$ cat src/rtl/kmkz_trap_ctrl.sv
// Machine-mode trap controller: sticky pending bits, priority select, mepc/mcause/mstatus update, eret.
// Define KMKZ_VECTORED_TRAP_EN to allow vectored interrupt dispatch via mtvec[0].
module kmkz_trap_ctrl #(
  parameter int          NUM_IRQ   = 8,
  parameter logic [31:0] TRAP_BASE = 32'h8
) (
  input  logic               clk_i,
  input  logic               rst_i,
  input  logic               x_stall_i,
  input  logic               x_kill_i,
  input  logic               d_is_csr_i,
  input  logic               d_is_eret_i,
  input  logic [11:0]        d_csr_sel_i,
  input  logic [31:0]        x_csr_write_value_i,
  input  logic [NUM_IRQ-1:0] exp_irq_i,
  input  logic               exp_tick_i,
  input  logic               exp_breakpoint_i,
  input  logic               exp_unaligned_load_i,
  input  logic               exp_unaligned_store_i,
  input  logic               exp_invalid_insn_i,
  input  logic [31:0]        x_exception_pc_i,
  output logic               x_exception_o,
  output logic [31:0]        x_exception_pc_o,
  output logic [31:0]        x_exception_vector_o,
  output logic [31:0]        csr_mstatus_o,
  output logic [31:0]        csr_mip_o,
  output logic [31:0]        csr_mie_o,
  output logic [31:0]        csr_mepc_o,
  output logic [31:0]        csr_mcause_o,
  output logic [31:0]        csr_mtvec_o
);

  localparam logic [11:0] CSR_MSTATUS = 12'h300;
  localparam logic [11:0] CSR_MIE     = 12'h304;
  localparam logic [11:0] CSR_MTVEC   = 12'h305;
  localparam logic [11:0] CSR_MEPC    = 12'h341;
  localparam logic [11:0] CSR_MIP     = 12'h344;

  localparam logic [31:0] IRQ_MASK  = ((32'h1 << NUM_IRQ) - 32'h1) << 16;
  localparam logic [31:0] SYNC_MASK = 32'h0000_005C;
  localparam logic [31:0] MIE_MASK  = IRQ_MASK | 32'h0000_0080;
  localparam logic [31:0] MIP_MASK  = MIE_MASK | SYNC_MASK;
`ifdef KMKZ_VECTORED_TRAP_EN
  localparam logic [31:0] MTVEC_MASK = 32'hFFFF_FFFD;
`else
  localparam logic [31:0] MTVEC_MASK = 32'hFFFF_FFFC;
`endif

  localparam logic [0:0] ST_RUN     = 1'b0;
  localparam logic [0:0] ST_HANDLER = 1'b1;

  logic [0:0]  state_q;
  logic [31:0] mip_q, mie_q, mepc_q, mcause_q, mtvec_q;
  logic        mstatus_mie_q, mstatus_mpie_q;

  logic        adv, trap_take, csr_wr, eret;
  logic [31:0] irq_ext, sync_set, int_set, elig_v, w1c, take_clr, mip_d, base;
  logic [4:0]  take_code;
  logic        take_irq;

  assign adv      = ~x_stall_i & ~x_kill_i;
  assign irq_ext  = 32'(exp_irq_i) << 16;
  assign sync_set = {25'b0, exp_unaligned_store_i, 1'b0, exp_unaligned_load_i,
                     exp_breakpoint_i, exp_invalid_insn_i, 2'b0};
  assign int_set  = ({24'b0, exp_tick_i, 7'b0} | irq_ext) & mie_q;

  // An illegal instruction is seen the same cycle it arrives, before it lands in mip.
  assign elig_v = (mip_q | {29'b0, exp_invalid_insn_i, 2'b0})
                & (SYNC_MASK | (mstatus_mie_q ? mie_q : 32'b0));

  always_comb begin
    take_code = 5'd0;
    take_irq  = 1'b0;
    for (int k = NUM_IRQ - 1; k >= 0; k--) begin
      if (elig_v[16+k]) begin
        take_code = 5'(16 + k);
        take_irq  = 1'b1;
      end
    end
    if (elig_v[7]) begin take_code = 5'd7; take_irq = 1'b1; end
    if (elig_v[6]) begin take_code = 5'd6; take_irq = 1'b0; end
    if (elig_v[4]) begin take_code = 5'd4; take_irq = 1'b0; end
    if (elig_v[3]) begin take_code = 5'd3; take_irq = 1'b0; end
    if (elig_v[2]) begin take_code = 5'd2; take_irq = 1'b0; end
  end

  assign x_exception_o = rst_i & (state_q == ST_RUN) & (|elig_v);
  assign trap_take     = adv & x_exception_o;
  assign csr_wr        = adv & d_is_csr_i & ~trap_take;
  assign eret          = adv & d_is_eret_i & (state_q == ST_HANDLER);

  // Clearing the taken sync bit beats its source; a W1C loses to its source.
  assign w1c      = (csr_wr && d_csr_sel_i == CSR_MIP) ? x_csr_write_value_i : 32'b0;
  assign take_clr = (trap_take && !take_irq) ? (32'h1 << take_code) : 32'b0;
  assign mip_d    = (((mip_q & ~w1c) | sync_set | int_set) & ~take_clr) & MIP_MASK;

  assign base = {mtvec_q[31:2], 2'b00};
`ifdef KMKZ_VECTORED_TRAP_EN
  assign x_exception_vector_o = (mtvec_q[0] && x_exception_o && take_irq)
                              ? base + {25'b0, take_code, 2'b00} : base;
`else
  assign x_exception_vector_o = base;
`endif

  always_ff @(posedge clk_i or negedge rst_i) begin
    if (!rst_i) begin
      state_q        <= ST_RUN;
      mip_q          <= 32'b0;
      mie_q          <= 32'b0;
      mepc_q         <= 32'b0;
      mcause_q       <= 32'b0;
      mtvec_q        <= TRAP_BASE & MTVEC_MASK;
      mstatus_mie_q  <= 1'b0;
      mstatus_mpie_q <= 1'b0;
    end else begin
      mip_q <= mip_d;
      if (trap_take) begin
        mepc_q         <= x_exception_pc_i;
        mcause_q       <= {take_irq, 26'b0, take_code};
        mstatus_mpie_q <= mstatus_mie_q;
        mstatus_mie_q  <= 1'b0;
        state_q        <= ST_HANDLER;
      end else begin
        if (csr_wr) begin
          case (d_csr_sel_i)
            CSR_MSTATUS: begin
              mstatus_mie_q  <= x_csr_write_value_i[3];
              mstatus_mpie_q <= x_csr_write_value_i[7];
            end
            CSR_MIE:   mie_q   <= x_csr_write_value_i & MIE_MASK;
            CSR_MEPC:  mepc_q  <= {x_csr_write_value_i[31:2], 2'b00};
            CSR_MTVEC: mtvec_q <= x_csr_write_value_i & MTVEC_MASK;
            default: ;
          endcase
        end
        if (eret) begin
          mstatus_mie_q  <= mstatus_mpie_q;
          mstatus_mpie_q <= 1'b1;
          state_q        <= ST_RUN;
        end
      end
    end
  end

  assign x_exception_pc_o = mepc_q;
  assign csr_mstatus_o    = {24'b0, mstatus_mpie_q, 3'b0, mstatus_mie_q, 3'b0};
  assign csr_mip_o        = mip_q;
  assign csr_mie_o        = mie_q;
  assign csr_mepc_o       = mepc_q;
  assign csr_mcause_o     = mcause_q;
  assign csr_mtvec_o      = mtvec_q;

endmodule

$ cat config.mk
export PLATFORM = sky130hd
export DESIGN_NAME = kmkz_trap_ctrl
export DESIGN_NICKNAME = d
export VERILOG_FILES = /design/src/rtl/kmkz_trap_ctrl.sv
export SDC_FILE = /design/constraint.sdc
export NUM_CORES = 1
export LEC_CHECK = 0
export CORE_AREA = 2 2 135 137
export DETAILED_ROUTE_END_ITERATION = 10
export DIE_AREA = 0 0 137 139
export PLACE_DENSITY = 0.73
export SLEW_MARGIN = 15
export SYNTH_ARGS = -nofsm -noshare
export SYNTH_HDL_FRONTEND = slang
export SYNTH_SLANG_ARGS = --single-unit
$ cat constraint.sdc
create_clock -name clk_i -period 2.1 [get_ports clk_i]
set_input_delay 0.21 -clock clk_i [delete_from_list [all_inputs] [get_ports clk_i]]
set_output_delay 0.21 -clock clk_i [all_outputs]
set_load 0.02 [all_outputs]
==> results by group <==
Pwr
  • Leakage: approximately 3.8 nW
  • Power Density: 761 nW/um^2
  • Power Total: 6.32 mW
  • Peak supply drop: 0.409 mV

Placement
  • Port bufs: ~250
  • Placed insts: a little under 1000
  • Gpl congestion: 0.794
  • HPWL after DPL: 12.2 mm
  • Setup WS pre-CTS: -0.308 ns
  • Dpl cell area: between 7000 and 8000 sq um

Detailed routing
  • DR pass1 iterations: 4
  • Routed wire length: about 17 mm
  • Wirelength per Cell: 16.8 microns
  • Drt via density: 4.40
  • Vias: approximately 4400
  • DRC viols: 0
  • DR iter-0 viols: 128
  • Post-route ant nets: 0

Final layout
  • Most frequent cells in the layout: clkdlybuf4s50_1 (244), conb_1 (103), dfrtp_1 (87)
  • Area Growth Syn to Fin: 54.5%
  • Non-Filler Instances: ~990
  • Most common cell after layout, fill and taps aside: clkdlybuf4s50_1
  • Antenna Cells: 0
  • Share of layout cells above drive strength 1: 17.4%
  • Post-route cell area: between 8000 and 9000 sq um
  • Nets: 855

GRT
  • Grt peak-use layer: met2
  • Overflow after GRT: 0
  • First-pass GRT wire length: 23.5 mm
  • Antenna violations before repair: 0
  • Met2 track demand over resource: 27.7%
  • Largest net degree at the start of global routing: 59
  • Vias in the first global route: 4130
  • Met1 usage: 19.7%
  • Met3 track demand over resource: 3.18%
  • Total global-route track usage: 16.0%

Setup path
  • Critical path's largest stage delay: 0.48 ns
  • Slowest CP cell: o41a_1
  • Cell Chain, Critical Path: a22o_1 > o41a_1 > o21bai_2 > and4bb_4 > buf_6 > mux2_4
  • CP endpoint: csr_mtvec_o[28]
  • CP max FO: 9
  • Worst setup path start: csr_mip_o[20]
  • Worst reg2reg path depth: 6
  • R2R Path Start: csr_mip_o[20]
  • CP endpoint kind: register
  • CP required: ~2.3 ns
  • Critical path class: register to register
  • Reg2Reg Setup Slack: -0.24 ns
  • Startpoint Class: register
  • CP arrival: 2.56 ns
  • R2R Path End: csr_mtvec_o[28]

Clock tree
  • CTS Sinks: 92
  • Worst skew pair latency: 0.34 ns
  • Max Buffers Root-to-Sink: 2
  • H-tree levels: 3
  • CTS tree: done
  • Clk Tree Root Cell: clkbuf_16
  • Clock transition at path regs: approximately 0.07 ns
  • TritonCTS Buffers: 9

Logic synthesis
  • Synth Instances: ~530
  • Synth warn: 0
  • Unique masters post-synth: 39
  • Seq/Total Area, Yosys: 42.9%
  • Leading area contributor after synthesis: dfrtp_1
  • Post-Syn Area per Cell: 10.2 sq um
  • EDFF count, synth: 0
  • Async S/R FF share, synth: 100%
  • Top cells by area, synth: dfrtp_1 (42%), buf_4 (23%), mux2_2 (8.2%)
  • Commonest register cell after synthesis: dfrtp_1
  • Post-synthesis cell area: 5370 sq um
  • Synthesized flop and latch total: 92
  • Top cell type's share of synthesized area: 42.4%

STA
  • Max Clock Skew: 0.00670 ns
  • Tightest Pin Transition: 0.772 ns
  • Final Hold Viols: 0
  • Max transition margin: between 40% and 50%
  • Final worst-path cycle share: 111%
  • Fmax: 0.428 GHz
  • Minimum clock period: 2.34 ns
  • Setup violators final: 40
  • Worst setup margin: -0.236 ns
  • Unrepaired setup endpoints after global routing: true
  • Max-slew violations: 0
  • TNS Setup: -8.52 ns

Floorplan
  • Die area: 19000 sq um
  • Core Box Area: 17700 sq um
  • # rows: 49
  • Starting Density: 30.4%
  • Io pins: 352
  • Die Ht: 139 microns
  • Die width: between 100 and 150 microns

Outcome
  • Status: finished, violations left
  • Failing checks: setup timing

Min path
  • Hold Crit Class: input port to register

Flow run
  • Max_cap viols: 0
## per-layer routing
| metal | wire length, microns | vias up |
|---|---|---|
| met3 | 1150 | 17 |
| li1 | - | 2009 |
| met1 | 6840 | 2141 |
| met4 | 207 | 0 |
| met2 | 8470 | 205 |
| met5 | 0 | - |
## timing repair
action | CTS | global route
gates cloned | 0 | 3
resized for setup | 25 | 17
endpoints found under the hold margin | 34 | 0
pin swaps | 4 | 5
setup buffers | 2 | 3
setup endpoints to repair | 44 | 80
hold buffers | 1 | 0
## how the worst min path moves through the flow
| stage | endpoint | cells after the start | from | slack, ns |
|---|---|---|---|---|
| 2_1_floorplan | csr_mcause_o[0] | 0 | rst_i | -0.09 |
| 3_3_place_gp | csr_mtvec_o[26] | 2 | rst_i | 0.29 |
| 3_5_place_dp | csr_mtvec_o[25] | 2 | rst_i | 0.30 |
| 4_1_cts | csr_mepc_o[7] | 3 | x_exception_pc_i[7] | 0.43 |
| 5_1_grt | csr_mepc_o[23] | 3 | x_exception_pc_i[23] | 0.45 |
| 6_report | csr_mepc_o[17] | 3 | x_exception_pc_i[17] | 0.44 |
## critical path: cells and delay by family (launching register included)
family          cells  cell delay (ns)
compound gates      3             0.95
flops               1             0.40
simple gates        1             0.36
mux                 1             0.31
buf+inv             1             0.20
## state kept, by name, summed over array words and instances (netlist names)
name / cells
state_q: 1
csr_mie_o: 9
mstatus_mpie_q: 1
mstatus_mie_q: 1
csr_mcause_o: 5
csr_mip_o: 13
csr_mepc_o: 32
csr_mtvec_o: 30
## through the flow
step | hold slack, ns | util (%)
finish | 0.441 | 47.0
detailed placement | 0.304 | 43.6
global route | 0.451 | 47.0
floorplan | -0.0856 | -
CTS | 0.428 | 46.0
global placement | 0.295 | 43.6
## cell usage after synthesis (all sizes together), types with 2 or more instances
library cell,instances
nor2,33
a22o,4
nand4,3
nor4b,3
clkbuf,9
o31ai,3
mux2,39
nor4,2
a21oi,43
buf,175
mux2i,32
o21ai,10
dfrtp,91
a31oi,3
nor3,3
nand3,13
nand2,22
inv,11
a41oi,10
a22oi,3
## report_power, final
group / internal, mW / switching, mW / total [mW]
Clock: 1.07 / 0.718 / 1.79
Combinational: 1.11 / 1.20 / 2.31
Sequential: 2.01 / 0.207 / 2.22
Total: 4.20 / 2.12 / 6.32
## logic make-up after synthesis
logic type | Yosys count | synth area share [%]
buffers and inverters | 195 | 25.5
flip-flops | 92 | 42.9
AND/OR/NAND/NOR | 85 | 7.68
other | 1 | 0.0698
multiplexers | 71 | 14.1
AO/OA/AOI/OAI | 84 | 9.78
## final cells by class
class                           count  area (sq um)
Clock buffer                       10           239
Clock inverter                      6          87.6
Fill cell                        1679          9350
Inverter                           11          41.3
Multi-Input combinational cell    343          2310
Sequential cell                    92          2310
Tap cell                          229           287
Timing Repair Buffer              303          3030
(Power assumes the default switching activity.)
